**src/rtl/hazard_ctl.sv**
```systemverilog
// hazard_ctl: pipeline sequencing controller for a 5-stage IF/ID/EX/MEM/WB core.
// Tracks destination registers through EX, MEM and WB. From them it produces
// stall, flush and bubble controls and the EX operand-forwarding selects. The
// whole pipeline freezes while a data-memory access waits on mem_ready.
//
// Handshake: the MEM stage raises mem_req for a load/store. The access
// completes in the cycle where mem_req (or a wait already in progress) meets
// mem_ready=1. Each cycle that ends without mem_ready is a wait cycle, and
// all pipeline enables are held low during it.
//
// Optional feature: defining HAZARD_PERF_EN adds the saturating 16-bit
// performance counters stall_cnt, flush_cnt and wait_cnt.
//
// dbg_state exposes the FSM state (0 = RUN, 1 = MEM_WAIT).
module hazard_ctl #(
  parameter int MAX_WAIT = 15,
  parameter int WAIT_W   = 4
) (
  input  logic       clk,
  input  logic       rst,
  input  logic [4:0] id_rs,
  input  logic [4:0] id_rt,
  input  logic [4:0] id_rd,
  input  logic       id_regdst,
  input  logic       id_regwrite,
  input  logic       id_memread,
  input  logic       id_uses_rt,
  input  logic       id_jump,
  input  logic       ex_branch_taken,
  input  logic       mem_req,
  input  logic       mem_ready,
  output logic       pc_we,
  output logic       ifid_we,
  output logic       ifid_flush,
  output logic       idex_bubble,
  output logic       stage_we,
  output logic [1:0] fwd_a,
  output logic [1:0] fwd_b,
  output logic       mem_timeout,
`ifdef HAZARD_PERF_EN
  output logic [15:0] stall_cnt,
  output logic [15:0] flush_cnt,
  output logic [15:0] wait_cnt,
`endif
  output logic       dbg_state
);

  typedef enum logic [0:0] {
    S_RUN      = 1'b0,
    S_MEM_WAIT = 1'b1
  } state_t;

  localparam logic [WAIT_W-1:0] WAIT_MAX = WAIT_W'(MAX_WAIT);
  localparam logic [WAIT_W-1:0] WAIT_ONE = WAIT_W'(1);

  state_t            state_q, state_d;
  logic [WAIT_W-1:0] wait_q, wait_d;
  logic              tmo_q, tmo_d;

  // EX shadow
  logic       ex_valid_q, ex_rw_q, ex_mr_q;
  logic [4:0] ex_dest_q, ex_rs_q, ex_rt_q;
  // MEM shadow
  logic       mem_valid_q, mem_rw_q;
  logic [4:0] mem_dest_q;
  // WB shadow
  logic       wb_valid_q, wb_rw_q;
  logic [4:0] wb_dest_q;

  logic [4:0] id_dest;
  logic       load_use;
  logic       go;          // pipeline advances this cycle (not frozen by memory)
  logic       stall_fire;  // a load-use stall is taken this cycle

  assign id_dest   = id_regdst ? id_rd : id_rt;
  assign dbg_state = (state_q == S_MEM_WAIT);

  // Load in EX whose result the ID instruction needs; register 0 never counts
  always_comb begin
    load_use = 1'b0;
    if (ex_valid_q && ex_mr_q && (ex_dest_q != 5'd0)) begin
      load_use = (ex_dest_q == id_rs) || (id_uses_rt && (ex_dest_q == id_rt));
    end
  end

  // FSM next-state, wait counter and pipeline control outputs
  always_comb begin
    state_d     = state_q;
    wait_d      = wait_q;
    tmo_d       = tmo_q;
    go          = 1'b0;
    stall_fire  = 1'b0;
    pc_we       = 1'b0;
    ifid_we     = 1'b0;
    ifid_flush  = 1'b0;
    idex_bubble = 1'b0;
    stage_we    = 1'b0;

    case (state_q)
      S_RUN: begin
        if (mem_req && !mem_ready) begin
          state_d = S_MEM_WAIT;
          wait_d  = WAIT_ONE;
          if (wait_d == WAIT_MAX) tmo_d = 1'b1;
        end else begin
          go = 1'b1;
        end
      end
      S_MEM_WAIT: begin
        if (mem_ready) begin
          // Release cycle: evaluated exactly like a normal RUN cycle
          state_d = S_RUN;
          wait_d  = '0;
          go      = 1'b1;
        end else begin
          wait_d = (wait_q == WAIT_MAX) ? wait_q : wait_q + WAIT_ONE;
          if (wait_d == WAIT_MAX) tmo_d = 1'b1;
        end
      end
      default: begin
        state_d = S_RUN;
        wait_d  = '0;
      end
    endcase

    if (go) begin
      if (ex_branch_taken) begin
        pc_we       = 1'b1;
        ifid_we     = 1'b1;
        ifid_flush  = 1'b1;
        idex_bubble = 1'b1;
        stage_we    = 1'b1;
      end else if (load_use) begin
        stall_fire  = 1'b1;
        idex_bubble = 1'b1;
        stage_we    = 1'b1;
      end else if (id_jump) begin
        pc_we       = 1'b1;
        ifid_we     = 1'b1;
        ifid_flush  = 1'b1;
        stage_we    = 1'b1;
      end else begin
        pc_we       = 1'b1;
        ifid_we     = 1'b1;
        stage_we    = 1'b1;
      end
    end

    // Reset drains the pipeline with NOPs and holds the PC
    if (rst) begin
      stall_fire  = 1'b0;
      pc_we       = 1'b0;
      ifid_we     = 1'b0;
      ifid_flush  = 1'b1;
      idex_bubble = 1'b1;
      stage_we    = 1'b1;
    end
  end

  // Operand forwarding: EX/MEM result wins over MEM/WB; register 0 is never forwarded
  always_comb begin
    fwd_a = 2'b00;
    fwd_b = 2'b00;
    if (!rst) begin
      if (mem_valid_q && mem_rw_q && (mem_dest_q != 5'd0) && (mem_dest_q == ex_rs_q)) begin
        fwd_a = 2'b10;
      end else if (wb_valid_q && wb_rw_q && (wb_dest_q != 5'd0) && (wb_dest_q == ex_rs_q)) begin
        fwd_a = 2'b01;
      end
      if (mem_valid_q && mem_rw_q && (mem_dest_q != 5'd0) && (mem_dest_q == ex_rt_q)) begin
        fwd_b = 2'b10;
      end else if (wb_valid_q && wb_rw_q && (wb_dest_q != 5'd0) && (wb_dest_q == ex_rt_q)) begin
        fwd_b = 2'b01;
      end
    end
  end

  assign mem_timeout = tmo_q && !rst;

  // FSM state, wait counter and sticky timeout flag
  always_ff @(posedge clk) begin
    if (rst) begin
      state_q <= S_RUN;
      wait_q  <= '0;
      tmo_q   <= 1'b0;
    end else begin
      state_q <= state_d;
      wait_q  <= wait_d;
      tmo_q   <= tmo_d;
    end
  end

  // Stage shadows advance together with the pipeline registers
  always_ff @(posedge clk) begin
    if (rst) begin
      ex_valid_q  <= 1'b0;
      ex_rw_q     <= 1'b0;
      ex_mr_q     <= 1'b0;
      ex_dest_q   <= 5'd0;
      ex_rs_q     <= 5'd0;
      ex_rt_q     <= 5'd0;
      mem_valid_q <= 1'b0;
      mem_rw_q    <= 1'b0;
      mem_dest_q  <= 5'd0;
      wb_valid_q  <= 1'b0;
      wb_rw_q     <= 1'b0;
      wb_dest_q   <= 5'd0;
    end else if (stage_we) begin
      if (idex_bubble) begin
        ex_valid_q <= 1'b0;
        ex_rw_q    <= 1'b0;
        ex_mr_q    <= 1'b0;
        ex_dest_q  <= 5'd0;
        ex_rs_q    <= 5'd0;
        ex_rt_q    <= 5'd0;
      end else begin
        ex_valid_q <= 1'b1;
        ex_rw_q    <= id_regwrite;
        ex_mr_q    <= id_memread;
        ex_dest_q  <= id_dest;
        ex_rs_q    <= id_rs;
        ex_rt_q    <= id_rt;
      end
      mem_valid_q <= ex_valid_q;
      mem_rw_q    <= ex_rw_q;
      mem_dest_q  <= ex_dest_q;
      wb_valid_q  <= mem_valid_q;
      wb_rw_q     <= mem_rw_q;
      wb_dest_q   <= mem_dest_q;
    end
  end

`ifdef HAZARD_PERF_EN
  logic [15:0] stall_cnt_q, flush_cnt_q, wait_cnt_q;

  // Saturating event counters for load-use stalls, front-end flushes and memory waits
  always_ff @(posedge clk) begin
    if (rst) begin
      stall_cnt_q <= 16'd0;
      flush_cnt_q <= 16'd0;
      wait_cnt_q  <= 16'd0;
    end else begin
      if (stall_fire && (stall_cnt_q != 16'hFFFF)) stall_cnt_q <= stall_cnt_q + 16'd1;
      if (ifid_flush && (flush_cnt_q != 16'hFFFF)) flush_cnt_q <= flush_cnt_q + 16'd1;
      if ((state_q == S_MEM_WAIT) && (wait_cnt_q != 16'hFFFF)) wait_cnt_q <= wait_cnt_q + 16'd1;
    end
  end

  assign stall_cnt = stall_cnt_q;
  assign flush_cnt = flush_cnt_q;
  assign wait_cnt  = wait_cnt_q;
`endif

endmodule

```
**config.mk**
```make
export PLATFORM = sky130hd
export DESIGN_NAME = hazard_ctl
export DESIGN_NICKNAME = d
export VERILOG_FILES = /design/src/rtl/hazard_ctl.sv
export SDC_FILE = /design/constraint.sdc
export NUM_CORES = 1
export LEC_CHECK = 0
export CAP_MARGIN = 25
export CORE_ASPECT_RATIO = 1.25
export CORE_UTILIZATION = 56
export DETAILED_ROUTE_END_ITERATION = 10
export HOLD_SLACK_MARGIN = 0.12
export PLACE_DENSITY = 0.83
export SKIP_LAST_GASP = 1
export SLEW_MARGIN = 15
export SYNTH_ARGS = -nofsm -noshare
export SYNTH_HDL_FRONTEND = slang
export SYNTH_SLANG_ARGS = --single-unit
```
**constraint.sdc**
```tcl
create_clock -name clk -period 3.15 [get_ports clk]
set_clock_uncertainty 0.1 [all_clocks]
set_input_delay 0.63 -clock clk [delete_from_list [all_inputs] [get_ports clk]]
set_output_delay 0.63 -clock clk [all_outputs]
set_load 0.01 [all_outputs]
```
==> flow_summary.toml <==
[final_layout]
drive_gt1_share_pct = 14.0
diodes = 0
final_common_cell = "nand2_1"
seq_area_um2 = 762
fin_nets = 347
areaGrowthSynthToFinish_pct = 29.3
fillers = 242
final_cell_mix = "48 x nand2_1, 37 x dfxtp_1, 34 x clkdlybuf4s50_1"
multi_input_area_um2 = 1340
postLayoutCoreUtil_pct = 77.8
postLayoutCellArea_um2 = 2810

[sta]
layout_min_cycle_time_ns = 3.08
slew_violations = 0
fin_ws_ns = 0.0695
worst-slew-pin-transition_ns = 0.540
finalCritPeriodShare_pct = 97.8
final-hold-violation-count = 0
setup_viol = 0
rsz0062_at_grt = "false"
holdWs_ns = 0.353
fmax_mhz = 325
slew-limit-headroom_pct = 63.9

[clock_network]
clk_pin_slew_ns = 0.07
clk_path_buf_depth = 2
cts_tree = "done"
clkLatencyLatePin_ns = 0.29
htreeDepth = 2
cts_buffers = 5
cts-root-buf = "clkbuf_8"
cts.sinks = 38
cts_hold_buf = 0

[place]
place_ws_ns = -0.0332
dpl.hpwl_um = 3950
place.gp.congestion = 0.874
place.port_buffers = 35
place_area_um2 = 2670

[drt]
avgViaCountPerCell = 5.96
drt-total-wl_um = 5460
wire_per_inst_um = 15.1
dr.pass1.iters = 9
drt_iter0_markers = 77
postRouteAntennaNets = 0
drcViolationCount = 2
via_count = 2153

[die]
rows = 24
dieArea_um2 = 4130
die_y_um = 71.6
io_pins = 36
initial_core_util_pct = 60.2
core_um2 = 3600
fp.dieW_um = 57.7

[synthesis]
syn_inst = 272
synth_area_um2 = 2170
ys_async_sr_fraction_pct = 0
synth.avg_cell_area_um2 = 7.98
synthFlopType = "dfxtp_1"
yosysUniqueCellTypes = 42
syn_nets = 298
synth-edff-count = 0
synth-seq-cells = 38
synth_warnings = 0
synth_seq_area_share_pct = 35.1

[pwr]
power_frac_comb_pct = 21.8
p_leak_nw = 1.05
power.internal_mw = 0.825
ir_worst_vdd_mv = 0.306
p_seq_share_pct = 48.0
power_density_nw_per_um2 = 414
p_sw_mw = 0.337
clkPwrFrac_pct = 30.2
swShare_pct = 29.0

[global_route]
grt.overflow.total = 0
grt_pass1_wl_um = 9200
grt_max_degree = 36
grt_pass1_vias = 2065
antenna_found_initial = 0
track_usage_pct = 28.8

[worst_setup_path]
crit_buf_inv = 1
crit_path_max_fanout = 5
cpPeakStageDelay_ns = 0.55
crit_type = "reg -> out"
r2r_slack_ns = 1.33
cpMaxStageDelayCell = "or4_4"
end_kind = "output pin"
critical_path.cell_chain = "or4_4 -> o211ai_4 -> nor2_1 -> a221o_1 -> clkdlybuf4s50_1"
crit_arrival_ns = 2.35
required_ns = 2.42
critPathTopFamily = "simple AND/OR/NAND/NOR gates"
worst_setup_path_start_kind = "register"

[job]
drv_cap = 0

[outcome]
status = "finished with violations"
failed_checks = "design-rule violations"

[worst_hold_path]
hp-class = "reg -> reg"
-- worst paths after layout --
check | start | to | cells after the start
max | ex_dest_q[2]$_SDFFE_PP0P_ | idex_bubble | 5
max reg2reg | ex_dest_q[2]$_SDFFE_PP0P_ | ex_valid_q$_SDFFE_PP0P_ | 6
min reg2reg | wb_valid_q$_SDFFE_PP0P_ | wb_valid_q$_SDFFE_PP0P_ | 2
min | wb_valid_q$_SDFFE_PP0P_ | wb_valid_q$_SDFFE_PP0P_ | 2
-- tightest hold or removal path, stage by stage (launching register included) --
cell,delay (ns)
dfxtp_1,0.31
nand2_1,0.05
a21oi_1,0.05
-- per-layer routing --
metal	share of wire, %	global-route usage [%]	vias up
li1	-	-	1055
met1	40	34.2	1015
met2	53	51.2	70
met3	4.4	4.87	13
met4	2.6	11.6	0
met5	0	0	-
-- cells by family (layout without fill, tap and decap cells) --
group	count (synthesis)	count (layout)	synth area share (%)
AO/OA/AOI/OAI	70	70	21.5
XOR/XNOR	30	30	12.1
adder cells (fa/ha/maj)	1	1	0.577
buffers and inverters	22	72	4.61
flip-flops	38	38	35.1
multiplexers	7	7	3.29
AND/OR/NAND/NOR	104	104	22.9
-- cell usage after synthesis (all sizes together) (2+ instances only) --
| cell | n | share of area [%] |
|---|---|---|
| o21ai | 20 | 4.6 |
| xor2 | 10 | 4.0 |
| nand2 | 48 | 8.3 |
| a32oi | 17 | 6.9 |
| xnor2 | 20 | 8.1 |
| nor3 | 6 | 1.6 |
| dfxtp | 38 | 35 |
| a31oi | 2 | 0.58 |
| nor2 | 13 | 2.4 |
| a211oi | 2 | 0.92 |
| inv | 3 | 0.52 |
| buf | 6 | 1.8 |
| nor2b | 17 | 4.9 |
| nor3b | 2 | 0.69 |
| or4 | 3 | 1.0 |
| nand4 | 2 | 0.58 |
| a21oi | 18 | 4.2 |
| nand3 | 7 | 1.6 |
| mux2i | 6 | 2.8 |
| clkbuf | 13 | 2.2 |
| nor4 | 2 | 0.58 |
| nand2b | 3 | 0.87 |
| o211ai | 2 | 0.92 |
-- final cells by class --
class	count	share of cell area, %
Multi-Input combinational cell	212	47.6
Sequential cell	38	27.2
Timing Repair Buffer	61	19.8
Clock buffer	7	3.08
Tap cell	39	1.74
Inverter	3	0.401
Clock inverter	1	0.178
-- power groups by stage --
stage | clock network (mW) | logic, mW | registers (mW)
final | 0.351 | 0.254 | 0.558
after global routing | 0.374 | 0.279 | 0.562
after CTS | 0.351 | 0.251 | 0.557
after detailed placement | 0 | 0.243 | 0.566
after global placement | 0 | 0.239 | 0.566
after floorplan | 0 | 0.149 | 0.554
-- registers in the layout, indices dropped and copies added (netlist names), 4 cells and up --
name / flops
wb_dest_q: 5
ex_rs_q: 5
wait_q: 4
mem_dest_q: 5
ex_dest_q: 5
ex_rt_q: 5
-- timing repair --
action,CTS,global route
resized for setup,5,2
gates cloned,0,0
pin swaps,1,0
buffers inserted,2,0
endpoints found under the setup margin,4,3
-- through the flow --
stage	std cells	total power, mW	TNS, ns
after floorplan	272	0.703	0
after global placement	351	0.805	-0.0216
after detailed placement	351	0.809	-0.0332
after CTS	361	1.16	0
after global routing	361	1.21	0
final	361	1.16	0
(Power assumes the default switching activity.)
